===== config.mk =====
export PLATFORM = sky130hd
export DESIGN_NAME = fifo_wr_ctrl_flat
export DESIGN_NICKNAME = d
export VERILOG_FILES = /design/src/rtl/fifo_wr_ctrl_if.sv /design/src/rtl/fifo_wr_ctrl.sv /design/src/flat_wrapper.sv
export SDC_FILE = /design/constraint.sdc
export NUM_CORES = 1
export LEC_CHECK = 0
export BUFFER_PORTS_ARGS = -buffer_cell sky130_fd_sc_hd__buf_4
export CAP_MARGIN = 20
export CORE_UTILIZATION = 46
export DETAILED_ROUTE_END_ITERATION = 16
export GPL_ROUTABILITY_DRIVEN = 0
export PLACE_DENSITY = 0.72
export SLEW_MARGIN = 30
export SYNTH_ARGS = -nofsm -noshare
export SYNTH_HDL_FRONTEND = slang
export SYNTH_SLANG_ARGS = --single-unit

===== constraint.sdc =====
create_clock -name clk -period 2.7 [get_ports clk]
set_clock_uncertainty 0.05 [all_clocks]
set_input_delay 0.27 -clock clk [delete_from_list [all_inputs] [get_ports clk]]
set_output_delay 0.27 -clock clk [all_outputs]
set_load 0.02 [all_outputs]

===== src/rtl/fifo_wr_ctrl_if.sv =====
// Write-side bundle of the dual-clock Ethernet FIFO: upstream request, read-pointer
// crossing input, memory strobe/address and write-domain status.
interface fifo_wr_ctrl_if #(
    parameter int ADDR_WIDTH = 4
);
    logic                  write;
    logic                  clr_overflow;
    logic [ADDR_WIDTH:0]   rd_ptr_async;
    logic                  wr_en;
    logic [ADDR_WIDTH-1:0] wr_addr;
    logic [ADDR_WIDTH:0]   wr_ptr;
    logic                  full;
    logic                  almost_full;
    logic [ADDR_WIDTH:0]   wr_level;
    logic                  overflow;

    // Upstream writer / environment side.
    modport master (
        output write,
        output clr_overflow,
        output rd_ptr_async,
        input  wr_en,
        input  wr_addr,
        input  wr_ptr,
        input  full,
        input  almost_full,
        input  wr_level,
        input  overflow
    );

    // Write-pointer controller side.
    modport slave (
        input  write,
        input  clr_overflow,
        input  rd_ptr_async,
        output wr_en,
        output wr_addr,
        output wr_ptr,
        output full,
        output almost_full,
        output wr_level,
        output overflow
    );
endinterface


===== src/rtl/fifo_wr_ctrl.sv =====
// Write-domain pointer/status controller: owns the write pointer, synchronizes the
// Gray read pointer and registers full, almost_full, fill level and sticky overflow.
module fifo_wr_ctrl #(
    parameter int ADDR_WIDTH  = 4,
    parameter int AF_LEVEL    = 12,
    parameter int SYNC_STAGES = 2
) (
    input  logic          clk,
    input  logic          reset_n,
    fifo_wr_ctrl_if.slave bus
);
    localparam int PW = ADDR_WIDTH + 1;
    localparam logic [ADDR_WIDTH:0] AF_THRESH = PW'(AF_LEVEL);

    logic [ADDR_WIDTH:0] bin;
    logic [ADDR_WIDTH:0] bnext;
    logic [ADDR_WIDTH:0] gnext;
    logic [ADDR_WIDTH:0] wr_ptr_q;
    logic [ADDR_WIDTH:0] wr_level_q;
    logic [ADDR_WIDTH:0] level_next;
    logic [ADDR_WIDTH:0] rd_sync;
    logic [ADDR_WIDTH:0] rd_bin;
    logic [ADDR_WIDTH:0] sync_q [SYNC_STAGES];
    logic                accept;
    logic                full_q;
    logic                full_next;
    logic                almost_full_q;
    logic                overflow_q;

    // NOTE: the synchronizer is a bank of individual flops, so every stage is
    // cleared on reset; a stale pointer surviving reset would fake a fill level.
    always_ff @(posedge clk) begin
        if (!reset_n) begin
            for (int i = 0; i < SYNC_STAGES; i++) begin
                sync_q[i] <= '0;
            end
        end else begin
            sync_q[0] <= bus.rd_ptr_async;
            for (int i = 1; i < SYNC_STAGES; i++) begin
                sync_q[i] <= sync_q[i-1];
            end
        end
    end

    assign rd_sync = sync_q[SYNC_STAGES-1];

    // Gray-to-binary: each binary bit is the XOR of all Gray bits at or above it.
    for (genvar i = 0; i <= ADDR_WIDTH; i++) begin : g_rd_bin
        assign rd_bin[i] = ^rd_sync[ADDR_WIDTH:i];
    end

    assign accept     = bus.write & ~full_q;
    assign bnext      = bin + {{ADDR_WIDTH{1'b0}}, accept};
    assign gnext      = (bnext >> 1) ^ bnext;
    assign full_next  = (gnext == {~rd_sync[ADDR_WIDTH:ADDR_WIDTH-1], rd_sync[ADDR_WIDTH-2:0]});
    assign level_next = bnext - rd_bin;

    // NOTE: all state uses non-blocking assignments so every register samples
    // pre-edge values and simulation order cannot change behaviour.
    always_ff @(posedge clk) begin
        if (!reset_n) begin
            bin           <= '0;
            wr_ptr_q      <= '0;
            wr_level_q    <= '0;
            full_q        <= 1'b0;
            almost_full_q <= 1'b0;
            overflow_q    <= 1'b0;
        end else begin
            bin           <= bnext;
            wr_ptr_q      <= gnext;
            wr_level_q    <= level_next;
            full_q        <= full_next;
            almost_full_q <= (level_next >= AF_THRESH);
            if (bus.write && full_q) begin
                overflow_q <= 1'b1;
            end else if (bus.clr_overflow) begin
                overflow_q <= 1'b0;
            end
        end
    end

    // The strobe is held off while reset is asserted so the memory is never
    // written with a request that the pointer logic is about to discard.
    assign bus.wr_en       = accept & reset_n;
    assign bus.wr_addr     = bin[ADDR_WIDTH-1:0];
    assign bus.wr_ptr      = wr_ptr_q;
    assign bus.wr_level    = wr_level_q;
    assign bus.full        = full_q;
    assign bus.almost_full = almost_full_q;
    assign bus.overflow    = overflow_q;
endmodule

===== src/flat_wrapper.sv =====
// flat-port wrapper written by rule: the top's interface ports become plain ports
module fifo_wr_ctrl_flat 
#(
    parameter int ADDR_WIDTH  = 4,
    parameter int AF_LEVEL    = 12,
    parameter int SYNC_STAGES = 2
)
  (clk, reset_n, bus_write, bus_clr_overflow, bus_rd_ptr_async, bus_wr_en, bus_wr_addr, bus_wr_ptr, bus_full, bus_almost_full, bus_wr_level, bus_overflow);
  fifo_wr_ctrl_if #(.ADDR_WIDTH(ADDR_WIDTH)) bus_i ();
  input  logic clk;
  input  logic reset_n;
  input wire logic [$bits(bus_i.write)-1:0] bus_write;
  input wire logic [$bits(bus_i.clr_overflow)-1:0] bus_clr_overflow;
  input wire logic [$bits(bus_i.rd_ptr_async)-1:0] bus_rd_ptr_async;
  output wire logic [$bits(bus_i.wr_en)-1:0] bus_wr_en;
  output wire logic [$bits(bus_i.wr_addr)-1:0] bus_wr_addr;
  output wire logic [$bits(bus_i.wr_ptr)-1:0] bus_wr_ptr;
  output wire logic [$bits(bus_i.full)-1:0] bus_full;
  output wire logic [$bits(bus_i.almost_full)-1:0] bus_almost_full;
  output wire logic [$bits(bus_i.wr_level)-1:0] bus_wr_level;
  output wire logic [$bits(bus_i.overflow)-1:0] bus_overflow;
  assign bus_i.write = bus_write;
  assign bus_i.clr_overflow = bus_clr_overflow;
  assign bus_i.rd_ptr_async = bus_rd_ptr_async;
  assign bus_wr_en = bus_i.wr_en;
  assign bus_wr_addr = bus_i.wr_addr;
  assign bus_wr_ptr = bus_i.wr_ptr;
  assign bus_full = bus_i.full;
  assign bus_almost_full = bus_i.almost_full;
  assign bus_wr_level = bus_i.wr_level;
  assign bus_overflow = bus_i.overflow;
  fifo_wr_ctrl #(.ADDR_WIDTH(ADDR_WIDTH), .AF_LEVEL(AF_LEVEL), .SYNC_STAGES(SYNC_STAGES)) u_core (.clk(clk), .reset_n(reset_n), .bus(bus_i));
endmodule

After elaboration in Yosys (flattened, before gate mapping)
Memories as Yosys holds them, arrays and structs flattened.
Cells that the tools add are included.
W data, S select, Z words.
{"block": "classes", "add_sub_neg": 2, "magnitude_cmp": 1, "n_eq_ne": 1, "muxes": 6, "n_bitwise": 7, "reduce_logical": 6}
{"cell": "$mux W5", "count": 2}
{"cell": "$add A5 B1 Y5", "count": 1}
{"cell": "$eq A5 B5 Y1", "count": 1}
{"cell": "$ge A5 B4 Y1 const B", "count": 1}
{"cell": "$reduce_xor A5 Y1", "count": 1}
{"cell": "$sub A5 B5 Y5", "count": 1}
{"cell": "$xor A4 B5 Y5", "count": 1}
{"cell": "$mux W1", "count": 4}
{"cell": "$reduce_xor A4 Y1", "count": 1}
{"cell": "$reduce_xor A3 Y1", "count": 1}
{"cell": "$and A1 B1 Y1", "count": 2}
{"cell": "$not A2 Y2", "count": 1}
{"cell": "$or A1 B1 Y1", "count": 2}
{"cell": "$reduce_bool A2 Y1", "count": 1}
{"cell": "$reduce_xor A2 Y1", "count": 1}
{"cell": "$logic_and A1 B1 Y1", "count": 1}
{"cell": "$not A1 Y1", "count": 1}
{"block": "totals", "reg_bits": 18, "mem_bits_rw": 10, "output_inout_bits": 18, "elab_cells": 30, "mem_count": 1}
{"memory": "u_core.sync_q", "depth": 2, "word_bits": 5, "rd": 2, "rd_clocked_by_memory_dff": 0, "wr": 2, "line_no": "fifo_wr_ctrl.sv:23", "text": "logic [ADDR_WIDTH:0] sync_q [SYNC_STAGES];"}

Longest topological paths before layout
{"block": "depth", "depth_word": 5, "ltp_mapped": 10, "depth_no_buf": 10}

Least setup slack after synthesis
OpenSTA, ideal clock, no wires.
{"block": "synth_path", "kind": "reg-to-reg", "start": "mem u_core.sync_q[0][7] (netlist bit)", "end": "reg u_core.wr_level_q[4] (netlist: u_core.bus.wr_level[4])", "setup_ns": 0.059, "arrival_ns": 2.588, "setup_slack_ns": 0.003, "path_stages_with_launch": 11, "path_buffers": 0, "cell_sequence": "dfxtp_1 > xnor3_1 > xor2_1 > xnor2_1 > ha_1 > inv_1 > fa_1 > maj3_2 > a21oi_2 > xor2_1 > and2_1"}
{"element": "from (decl)", "line_no": "fifo_wr_ctrl.sv:23"}
{"element": "to (signal assigned)", "line_no": "fifo_wr_ctrl.sv:71", "text": "wr_level_q <= level_next;"}
{"element": "to (decl)", "line_no": "fifo_wr_ctrl.sv:19", "text": "logic [ADDR_WIDTH:0] wr_level_q;"}

==> run summary <==
Total leakage power = 0.650 nW
Num CTS Buffers = 3
Clk Latency, worst-skew pair = 320 ps
Minimum clock period = 2570 ps
Post-synth top area share = 49.0%
Initial DRC count = 7
Post-DP HPWL = 1320 µm
PD cells = 611 nW/µm²
Fill count = 182
First-pass GRT wire length = 2890 µm
Post-synthesis cell count = 101
Diodes inserted = 0
Ratio of cells with drive above 1 in the final layout = 30.1%
Arrival time worst endpoint = 2800 ps
Worst-margin pin slew = 419 ps
Distinct cell type count after synthesis = 24
Pin count of the biggest net entering global routing = 21
First-pass DRT Iterations = 2
Slew headroom = 72.0%
GRT overflow = 0
CP endpoint kind = flip-flop
Largest cells by area after synthesis = dfxtp_1 (49%), and2_1 (9.1%), xnor2_1 (8.7%), xor2_1 (7.1%), ha_1 (4.5%)
DR DRC count = 0
Crit-path max FO = 3
Final hold slack = 99.0 ps
Gr usage total = 15.5%
Die area = 2600 µm²
Clk sinks = 27
Port Buffers = 26
Initial Util = 49.4%
CP required = 2930 ps
Rows = 17
Crit start category = flip-flop
Die width = 51.0 µm
Ports = 27
Ys Warns = 0
Initial antenna violation count = 0
Yosys top cell by area = dfxtp_1
Post-synth net total = 115
DR vias = 731
Clock tree from TritonCTS = yes
Per-cell routed wire length = 10.5 µm
Core Region = 2230 µm²
Worst hold path class = input pin to flip-flop
# Max-Cap Violations = 0
Most common cell after layout, fill and taps aside = buf_4
Maximum VDD drop = 0.408 mV
Place WS = 15.3 ps
Final WS setup = 126 ps
Hold Fails Final Rpt = 0
Area Growth Syn to Fin = 26.4%
Drt via density = 4.54
H-tree Lvls = 1
Vias in the first global route = 727
Final Setup Violations = 0
Maximum clock rate = 389 MHz
Antenna viol nets, final = 0
Root Buffer = clkbuf_4
Register area share after synthesis = 49.0%
Longest Clk Path Bufs = 2
RSZ-0062 raised after global routing = yes
Most frequent cells in the layout = buf_4 (30), dfxtp_1 (26), and2_1 (16)
Seq cells post-synth = 27
Nets = 148
Mapped Avg Cell Area = 10.9 µm²
WL final = 1700 µm
Clock slew at reported path FFs = 140 ps
Post-synthesis instance area = 1100 µm²
Slew Viols, Final = 0
Final period utilization = 95.3%
Status = complete, no violations
Worst setup path class = flip-flop to flip-flop
Die Span Y = 51.0 µm
## what timing repair did
action	CTS	global route
setup buffers	0	1
endpoints found under the setup margin	2	2
pin swaps	0	5
resized for setup	1	3
cloned	0	0
hold buffers	0	0
## layer usage
metal,part of all wire [%],global-route usage [%],vias to the layer above,routed length [µm]
li1,-,-,380,-
met1,45,16.5,323,759
met2,49,28.5,24,827
met3,4.7,2.68,4,80
met4,1.7,8.33,0,29
met5,0,0,-,0
## cells in the mapped netlist
library cell,number
nor4_1,1
xor3_1,1
clkbuf_1,2
inv_1,4
o2bb2ai_1,1
xor2_1,9
nand2b_1,1
nor2b_1,1
nand3_1,3
clkinv_1,1
nor2_1,8
xor2_2,1
dfxtp_1,27
maj3_1,1
and3b_1,1
xnor3_1,1
maj3_2,1
a21oi_2,1
xnor2_1,11
a21oi_1,2
ha_1,4
fa_1,1
and2_1,16
nand2_1,2
## path summary, 6_finish.rpt
check	from	endpoint	slack (ps)	cells past startpoint
setup / recovery	u_core.sync_q[0][8]$_SDFF_PN0_	u_core.bus.wr_level[4]$_SDFF_PN0_	130	10
hold / removal	bus_rd_ptr_async[4]	u_core.sync_q[0][4]$_SDFF_PN0_	100	2
setup reg to reg	u_core.sync_q[0][8]$_SDFF_PN0_	u_core.bus.wr_level[4]$_SDFF_PN0_	130	10
hold reg to reg	u_core.sync_q[0][2]$_SDFF_PN0_	u_core.sync_q[0][7]$_SDFF_PN0_	390	1
## metrics by stage
stage          setup TNS (ps)  area (µm²)  util, %  total power, mW  instances
6_report                    0        1400     62.5            0.852        161
5_1_grt                 -28.1        1400     62.5            0.905        161
4_1_cts                     0        1380     61.9            0.859        160
3_5_place_dp                0        1350     60.4            0.692        156
3_3_place_gp                0        1350     60.4            0.687        156
2_1_floorplan               0        1100        -            0.607        101
## logic make-up after synthesis
kind of cell	count (synthesis)	share of synthesized area [%]
AOI/OAI and AO/OA	4	2.49
xor gates and xnor gates	23	21.5
adders and majority gates	7	8.28
and+or+nand+nor	33	16.3
DFF	27	49.0
buffers and inverters	7	2.38
## critical path, stage by stage (launching register included)
cell	delay, ps
dfxtp_2	380
xnor3_2	450
xor2_2	170
xnor2_1	170
ha_1	160
inv_1	60
fa_2	340
maj3_2	310
a21oi_2	130
xor2_1	180
and2_1	140
## report_power, final
part	leakage, nW	internal, mW	switching (mW)
clock	0.0150	0.0577	0.109
sequential	0.223	0.434	0.0129
combinational	0.413	0.118	0.120
## sequential cells by signal, indices dropped and copies added, names as in the netlist
| register | flops |
|---|---|
| u_core.bin | 4 |
| u_core.bus.almost_full | 1 |
| u_core.bus.overflow | 1 |
| u_core.bus.wr_level | 5 |
| u_core.sync_q | 10 |
| u_core.bus.full | 1 |
| u_core.bus.wr_ptr | 5 |
## area by class of cell
| class | count | area, µm² | share of cell area (%) |
|---|---|---|---|
| Inverter | 5 | 18.8 | 1.35 |
| Timing Repair Buffer | 30 | 225 | 16.1 |
| Clock buffer | 4 | 26.3 | 1.88 |
| Sequential cell | 27 | 542 | 38.8 |
| Tap cell | 28 | 35.0 | 2.51 |
| Multi-Input combinational cell | 67 | 548 | 39.3 |
(Power assumes the default switching activity.)
